`src/rtl/frame_sync_param.sv`:
```
`default_nettype none
// ============================================================================
// Module   : frame_sync_param
// Purpose  : Serial frame synchroniser. Hunts for a sync word, verifies it over
//            several frames, flywheels through bad sync words, and forwards only
//            payload bits with a valid strobe and frame-start marker.
// Revision : 1.0
// ============================================================================
module frame_sync_param #(
    parameter int                  SYNC_LEN     = 8,
    parameter logic [SYNC_LEN-1:0] SYNC_WORD    = 8'hE2,
    parameter int                  FRAME_LEN    = 40,
    parameter int                  MAX_MISMATCH = 1,
    parameter int                  VERIFY_CNT   = 2,
    parameter int                  LOSS_CNT     = 3
) (
    input  logic        clk_out,
    input  logic        rst_n,
    input  logic        data_in,
    input  logic        data_in_valid,
    output logic        is_frame_sychronized,
    output logic [2:0]  synchronizer_state,
    output logic        data_sync_out,
    output logic        data_sync_valid,
    output logic        frame_start,
    output logic        lock_loss,
    output logic [15:0] sync_bit_errors
);

    localparam int c_pos_w  = (FRAME_LEN > 1) ? $clog2(FRAME_LEN) : 1;
    localparam int c_dist_w = $clog2(SYNC_LEN + 1);
    localparam int c_hit_w  = $clog2(VERIFY_CNT + 1);
    localparam int c_miss_w = $clog2(LOSS_CNT + 1);

    localparam logic [c_pos_w-1:0]  c_last_pos = c_pos_w'(FRAME_LEN - 1);
    localparam logic [c_pos_w-1:0]  c_pay_end  = c_pos_w'(FRAME_LEN - SYNC_LEN);
    localparam logic [c_dist_w-1:0] c_max_mis  = c_dist_w'(MAX_MISMATCH);
    localparam logic [c_hit_w-1:0]  c_verify   = c_hit_w'(VERIFY_CNT);
    localparam logic [c_hit_w-1:0]  c_hit_one  = c_hit_w'(1);
    localparam logic [c_miss_w-1:0] c_loss     = c_miss_w'(LOSS_CNT);
    localparam logic [c_miss_w-1:0] c_miss_one = c_miss_w'(1);

    typedef enum logic [2:0] {
        ST_SEARCH   = 3'd0,
        ST_VERIFY   = 3'd1,
        ST_LOCKED   = 3'd2,
        ST_FLYWHEEL = 3'd3
    } state_t;

    state_t              r_state;
    logic [SYNC_LEN-2:0] r_sr;
    logic [c_pos_w-1:0]  r_pos;
    logic [c_hit_w-1:0]  r_hit_cnt;
    logic [c_miss_w-1:0] r_miss_cnt;

    logic [SYNC_LEN-1:0] w_window;
    logic [SYNC_LEN-1:0] w_diff;
    logic [c_dist_w-1:0] w_dist;
    logic                w_hit;
    logic                w_chk;
    logic                w_locked;
    logic                w_payload;
    logic [c_pos_w-1:0]  w_pos_next;
    logic [c_hit_w-1:0]  w_hit_next;
    logic [c_miss_w-1:0] w_miss_next;
    logic [16:0]         w_err_sum;

    assign w_window = {r_sr, data_in};
    assign w_diff   = w_window ^ SYNC_WORD;

    always_comb begin
        w_dist = '0;
        for (int i = 0; i < SYNC_LEN; i++) begin
            w_dist = w_dist + c_dist_w'(w_diff[i]);
        end
    end

    assign w_hit       = (w_dist <= c_max_mis);
    assign w_chk       = (r_pos == c_last_pos);
    assign w_locked    = (r_state == ST_LOCKED) || (r_state == ST_FLYWHEEL);
    assign w_payload   = w_locked && (r_pos < c_pay_end);
    assign w_pos_next  = w_chk ? '0 : r_pos + 1'b1;
    assign w_hit_next  = r_hit_cnt + 1'b1;
    assign w_miss_next = r_miss_cnt + 1'b1;
    assign w_err_sum   = {1'b0, sync_bit_errors} + 17'(w_dist);

    assign is_frame_sychronized = w_locked;
    assign synchronizer_state   = r_state;

    always_ff @(posedge clk_out or negedge rst_n) begin
        if (!rst_n) begin
            r_state         <= ST_SEARCH;
            r_sr            <= '0;
            r_pos           <= '0;
            r_hit_cnt       <= '0;
            r_miss_cnt      <= '0;
            data_sync_out   <= 1'b0;
            data_sync_valid <= 1'b0;
            frame_start     <= 1'b0;
            lock_loss       <= 1'b0;
            sync_bit_errors <= '0;
        end else begin
            data_sync_valid <= 1'b0;
            frame_start     <= 1'b0;
            lock_loss       <= 1'b0;
            if (data_in_valid) begin
                r_sr            <= w_window[SYNC_LEN-2:0];
                data_sync_out   <= data_in;
                data_sync_valid <= w_payload;
                frame_start     <= w_payload && (r_pos == '0);
                // Error accounting only while in lock, using the pre-edge state.
                if (w_locked && w_chk) begin
                    sync_bit_errors <= w_err_sum[16] ? 16'hFFFF : w_err_sum[15:0];
                end
                case (r_state)
                    ST_SEARCH: begin
                        if (w_dist == '0) begin
                            r_pos     <= '0;
                            r_hit_cnt <= c_hit_one;
                            r_state   <= (VERIFY_CNT == 1) ? ST_LOCKED : ST_VERIFY;
                        end
                    end
                    ST_VERIFY: begin
                        r_pos <= w_pos_next;
                        if (w_chk) begin
                            if (w_hit) begin
                                r_hit_cnt <= w_hit_next;
                                if (w_hit_next == c_verify) begin
                                    r_state <= ST_LOCKED;
                                end
                            end else begin
                                r_hit_cnt <= '0;
                                r_state   <= ST_SEARCH;
                            end
                        end
                    end
                    ST_LOCKED: begin
                        r_pos <= w_pos_next;
                        if (w_chk && !w_hit) begin
                            if (c_miss_one == c_loss) begin
                                r_state    <= ST_SEARCH;
                                r_hit_cnt  <= '0;
                                r_miss_cnt <= '0;
                                lock_loss  <= 1'b1;
                            end else begin
                                r_miss_cnt <= c_miss_one;
                                r_state    <= ST_FLYWHEEL;
                            end
                        end
                    end
                    ST_FLYWHEEL: begin
                        r_pos <= w_pos_next;
                        if (w_chk) begin
                            if (w_hit) begin
                                r_miss_cnt <= '0;
                                r_state    <= ST_LOCKED;
                            end else if (w_miss_next == c_loss) begin
                                r_miss_cnt <= '0;
                                r_hit_cnt  <= '0;
                                r_state    <= ST_SEARCH;
                                lock_loss  <= 1'b1;
                            end else begin
                                r_miss_cnt <= w_miss_next;
                            end
                        end
                    end
                    default: begin
                        r_state    <= ST_SEARCH;
                        r_pos      <= '0;
                        r_hit_cnt  <= '0;
                        r_miss_cnt <= '0;
                    end
                endcase
            end
        end
    end

endmodule
`default_nettype wire

```
`config.mk`:
```
export PLATFORM = sky130hd
export DESIGN_NAME = frame_sync_param
export DESIGN_NICKNAME = d
export VERILOG_FILES = /design/src/rtl/frame_sync_param.sv
export SDC_FILE = /design/constraint.sdc
export NUM_CORES = 1
export LEC_CHECK = 0
export CORE_ASPECT_RATIO = 1.2
export CORE_MARGIN = 2
export CORE_UTILIZATION = 55
export DETAILED_ROUTE_END_ITERATION = 10
export GPL_TIMING_DRIVEN = 0
export PLACE_DENSITY = 0.83
export SLEW_MARGIN = 15
export SYNTH_ARGS = -nofsm -noshare
export SYNTH_HDL_FRONTEND = slang
export SYNTH_SLANG_ARGS = --single-unit
```
`constraint.sdc`:
```
create_clock -name clk_out -period 5.9 [get_ports clk_out]
set_clock_uncertainty 0.1 [all_clocks]
set_input_delay 0.885 -clock clk_out [delete_from_list [all_inputs] [get_ports clk_out]]
set_output_delay 0.885 -clock clk_out [all_outputs]
set_load 0.03 [all_outputs]
```
# == Word-level counts from Yosys, hierarchy flattened ==
# Cells that the tools add are included.
# word_totals
regBits,40
wordCells,88
input_bits,4
out_inout_bits,24
# classes
n_eq_ne,14
reduce_logical,16
order_cmp,2
muxes,32
bitwise,3
addsub,11
# ops
operator,n
two-way mux 3 bit,8
two-way mux 2 bit,10
adder 16 x 4 -> 17 bit,1
adder 4 x 1 -> 4 bit,4
two-way mux 16 bit,1
AND reduction 7 bit,2
two-way mux 6 bit,2
case mux 3 bit (4 select lines),1
case mux 6 bit (2 select lines),1
!= test 2 bit (second input constant),4
case mux 2 bit (4 select lines),1
two-way mux 1 bit,7
adder 6 x 1 -> 6 bit (second input constant),1
== test 3 x 2 -> 1 bit (second input constant),2
== test 6 bit (second input constant),1
zero test 6 bit,1
less-than comparator 6 bit (second input constant),1
case mux 2 bit (3 select lines),1
adder 2 x 1 -> 2 bit (second input constant),2
adder 3 x 1 -> 4 bit,1
== test 2 bit (second input constant),2
less-or-equal comparator 4 x 1 -> 1 bit (second input constant),1
logical AND 1 bit,4
zero test 4 bit,1
15 further kinds,18

# == Longest topological paths before layout ==
# Gate-level depths: netlist of the first run.
# logic_depth
depth_word,13
mapped_depth,13
mapped_depth_nobuf,12

# == Worst setup path after synthesis of the first run ==
# No wires, ideal clock.
# synth_timing
path_kind,input to register
startpoint,input port data_in
endpoint,register sync_bit_errors[13]
t_arrival_ns,4.515
setup_slack_ns,1.220
n_path_buf,1
cell_stages,13
t_required_ns,5.735
setup_ns,0.065
cell_sequence,fa_1 > fa_1 > fa_1 > ha_1 > fa_1 > inv_1 > fa_1 > nand2b_1 > o2bb2ai_1 > or3_1 > buf_2 > nand3_1 > o21a_1
# synth_via
elab_chain_len,9
# synth_lines
element,line_no,source
start: declaration,19,"input logic data_in,"
adder 1 x 1 -> 2 bit,74,w_dist = w_dist + c_dist_w'(w_diff[i]);
adder 2 x 1 -> 3 bit,74,
adder 3 x 1 -> 4 bit,74,
adder 4 x 1 -> 4 bit (4 in a row),74,
adder 16 x 4 -> 17 bit,85,"assign w_err_sum = {1'b0, sync_bit_errors} + 17'(w_dist);"
two-way mux 16 bit,113,sync_bit_errors <= w_err_sum[16] ? 16'hFFFF : w_err_sum[15:0];
end signal: assignment,113,
end: declaration,27,output logic [15:0] sync_bit_errors
# No other way between the ends.
# A chain may end at the register's enable or synchronous reset.

# == Final worst setup path of the first run ==
# layout_timing
startpoint,input port data_in
endpoint,register sync_bit_errors[9]
# The elaborated chain is that of the path after synthesis.

==> flow_summary.yaml, run 1 <==
outcome:
  status: "finished, final reports clean"
routing:
  vias: 1802
  drcViolationCount: 0
  ant_nets: 0
  wl_per_cell_um: 14.3
  via_per_inst: 5.74
  wl_um: 4490
  drt-initial-drc-count: 125
  drt_first_pass_iters: 4
critical_path:
  crit_buf_inv: 3
  worstPathRequired_ps: 6030
  endpoint_kind: "flop"
  crit_family: "adder cells"
  path_class: "input port to flop"
  ff2ff_setup_slack_ps: 1490
  critPathLaunchType: "input port"
  critPathMaxFanout: 8
  r2r-end: "sync_bit_errors[9]$_DFFE_PN0P_"
  crit_slowest_cell: "fa_1"
  slowest_delay_ps: 560
  cp.arrival_ps: 5220
  r2r-start: "r_sr[1]$_DFFE_PN0P_"
  cpMostUsedCell: "fa_1"
  path_cells: "clkdlybuf4s50_1 > fa_1 > fa_1 > fa_1 > ha_1 > fa_1 > inv_1 > fa_1 > nand2b_1 > o2bb2ai_1 > or3_1 > buf_2 > nand3_1 > o21a_1"
  ff2ff_path_depth: 13
timing:
  fmax_mhz: 196
  fin_crit_ps: 5090
  max_slew_margin: 0.647
  hold_viol: 0
  worst_slew_pin_slew_ps: 524
  setup_violations: 0
  drv_slew: 0
  setup-tns-final_ps: 0
  finalCritPeriodShare: 0.863
  rsz0062_at_grt: "no"
logic_synthesis:
  synth_edf_count: 0
  async_flop_share: 1.00
  ys.flop_type: "dfrtp_1"
  netlist_instances: 227
  synth_seq_cells: 38
  synth.avg_cell_area_sq_um: 9.68
  yosysWarningCount: 0
  synth_cell_types: 51
  syn_area_sq_um: 2200
  synth_nets: 246
  ys_seq_area_frac: 0.433
final_layout:
  layout-drive-gt1-share: 0.0808
  fillers: 344
  layoutNonFillerInstCount: 314
  layout-area-overhead-vs-synth_pct: 19.0
  diodes: 0
  nets: 279
power:
  power.density_nw_per_um2: 301
  p_leak_uw: 0.00117
  ir_drop_v: 0.000216
global_route:
  gr-usage-all-layers: 0.236
  grt_pass1_vias: 1837
  antenna_found_initial: 0
  grt_pass1_wl_um: 7960
  grt_max_degree: 24
  gr-total-overflow: 0
clock_tree:
  cts_made_buffers: 5
  cts_tree: "yes"
  post_cts_resized: 0
  clk_path_buf_depth: 2
  clock-sinks: 38
  clk_latency_ps: 290
  postCtsSetupBuffers: 0
  root_buffer: "clkbuf_8"
  cts-htree-levels: 2
  clk_pin_slew_ps: 70
  holdBufCountCts: 0
job:
  maxCapViolations: 0
placement:
  dp_hpwl_um: 3400
  io_buffers: 25
  dp_cells: 307
  gp_congestion: 0.905
floorplan:
  rows: 25
  dieArea_sq_um: 4520
  initial_core_util: 0.566
  die_height_um: 73.2
  core_sq_um: 3880
  pin_count: 28
  die_w_um: 61.7
hold_path:
  hold_start: "r_sr[4]$_DFFE_PN0P_"
  holdPathEnd: "r_sr[5]$_DFFE_PN0P_"
  min_delay_path_depth: 2
  hold_class: "flop to flop"
-- sequential cells by signal, indices dropped and copies added, names as in the netlist, named ones only --
| name | cells |
|---|---|
| r_sr | 7 |
| synchronizer_state | 1 |
| frame_start | 1 |
| r_hit_cnt | 2 |
| data_sync_valid | 1 |
| r_miss_cnt | 2 |
| r_pos | 6 |
| sync_bit_errors | 16 |
| lock_loss | 1 |
-- through the flow --
step                total power, uW   util  area [sq um]  setup WS, ps  hold WS (ps)
finish                          786  0.674          2610           810           400
global route                    850  0.674          2610           573           423
CTS                             788  0.674          2610           793           405
detailed placement              618  0.654          2540           483           384
global placement                601  0.648          2510           565           356
floorplan                       544      -          2200          1220           350
-- placed cells by master, fill, tap and decap left out, types with 4 or more instances in the layout --
cell	Yosys	layout
a21oi_1	11	11
clkbuf_1	4	6
clkbuf_8	0	5
clkdlybuf4s50_1	0	24
dfrtp_1	38	38
fa_1	5	5
ha_1	10	10
inv_1	15	15
nand2_1	28	28
nand3_1	10	10
nor2_1	12	12
nor2b_1	4	4
nor3_1	7	7
o21ai_0	16	16
o31ai_1	4	4
-- worst min-delay path, stage by stage (launching register included) --
cell and delay, ps:
dfrtp_1 340, nand2_1 50, o21ai_0 70
-- kinds of logic after synthesis --
logic type,count (synthesis),synth area share
xor+xnor,4,0.0159
flops,38,0.433
other cells,1,0.00171
compound gates,53,0.156
mux,6,0.0302
simple gates,88,0.220
buf+inv,22,0.0404
fa+ha+maj,15,0.103
-- power by group --
group          internal [uW]  switching, uW
clock                   81.3           85.1
sequential               286           27.0
combinational            125            182
-- cells in the mapped netlist, types with 2 or more instances --
| cell type | count | area, sq um |
|---|---|---|
| nor3_1 | 7 | 35.0 |
| and2_1 | 3 | 18.8 |
| inv_1 | 15 | 56.3 |
| o21a_1 | 3 | 22.5 |
| xnor2_1 | 3 | 26.3 |
| and4_1 | 3 | 26.3 |
| clkbuf_1 | 4 | 15.0 |
| nor2_1 | 12 | 45.0 |
| nor2b_1 | 4 | 25.0 |
| fa_1 | 5 | 100 |
| dfrtp_1 | 38 | 951 |
| a311oi_1 | 2 | 17.5 |
| and3_1 | 2 | 12.5 |
| nand2b_1 | 2 | 12.5 |
| nand3_1 | 10 | 50.1 |
| a41oi_1 | 2 | 17.5 |
| a21oi_1 | 11 | 55.1 |
| ha_1 | 10 | 125 |
| mux2_2 | 3 | 33.8 |
| buf_2 | 2 | 10.0 |
| nand4_1 | 3 | 18.8 |
| a31oi_1 | 2 | 12.5 |
| nand2_1 | 28 | 105 |
| o21ai_0 | 16 | 80.1 |
| o31ai_1 | 4 | 30.0 |
| o41ai_1 | 2 | 17.5 |
| nor3b_1 | 3 | 22.5 |
| or3_1 | 2 | 12.5 |
| mux2_1 | 2 | 22.5 |
| o21ai_1 | 3 | 15.0 |
-- routing by layer --
metal / vias up / share of wire / global-route usage / routed length (um)
met2: 47 / 0.51 / 0.380 / 2270
li1: 877 / - / - / -
met4: 0 / 0.028 / 0.137 / 127
met3: 12 / 0.039 / 0.0408 / 175
met1: 866 / 0.43 / 0.290 / 1910
met5: - / 0 / 0 / 0
-- worst max-delay path by stage --
stage | cells past startpoint | from | slack [ps] | end
2_1_floorplan | 13 | data_in | 1220 | sync_bit_errors[13]$_DFFE_PN0P_
3_3_place_gp | 13 | data_in | 560 | sync_bit_errors[8]$_DFFE_PN0P_
3_5_place_dp | 13 | data_in | 480 | sync_bit_errors[8]$_DFFE_PN0P_
4_1_cts | 14 | data_in | 790 | sync_bit_errors[9]$_DFFE_PN0P_
5_1_grt | 13 | data_in | 570 | sync_bit_errors[8]$_DFFE_PN0P_
6_report | 14 | data_in | 810 | sync_bit_errors[9]$_DFFE_PN0P_
-- area by class of cell --
class	instances	area [sq um]	area share
plain buffers	7	32.5	0.0124
clock buffers	7	76.3	0.0292
inverters	15	56.3	0.0215
multi-input cells	167	1160	0.443
flip-flops and latches	38	951	0.364
well taps	54	67.6	0.0258
repair buffers	26	273	0.104
(Power assumes the default switching activity.)
==> inputs of run 2 (changes only) <==
--- a/config.mk
+++ b/config.mk
@@ -15,3 +15,4 @@
 export SYNTH_ARGS = -nofsm -noshare
 export SYNTH_HDL_FRONTEND = slang
 export SYNTH_SLANG_ARGS = --single-unit
+export TNS_END_PERCENT = 50
==> results of run 2 <==
The final DEF is identical to that of run 1; final timing and power are the same.
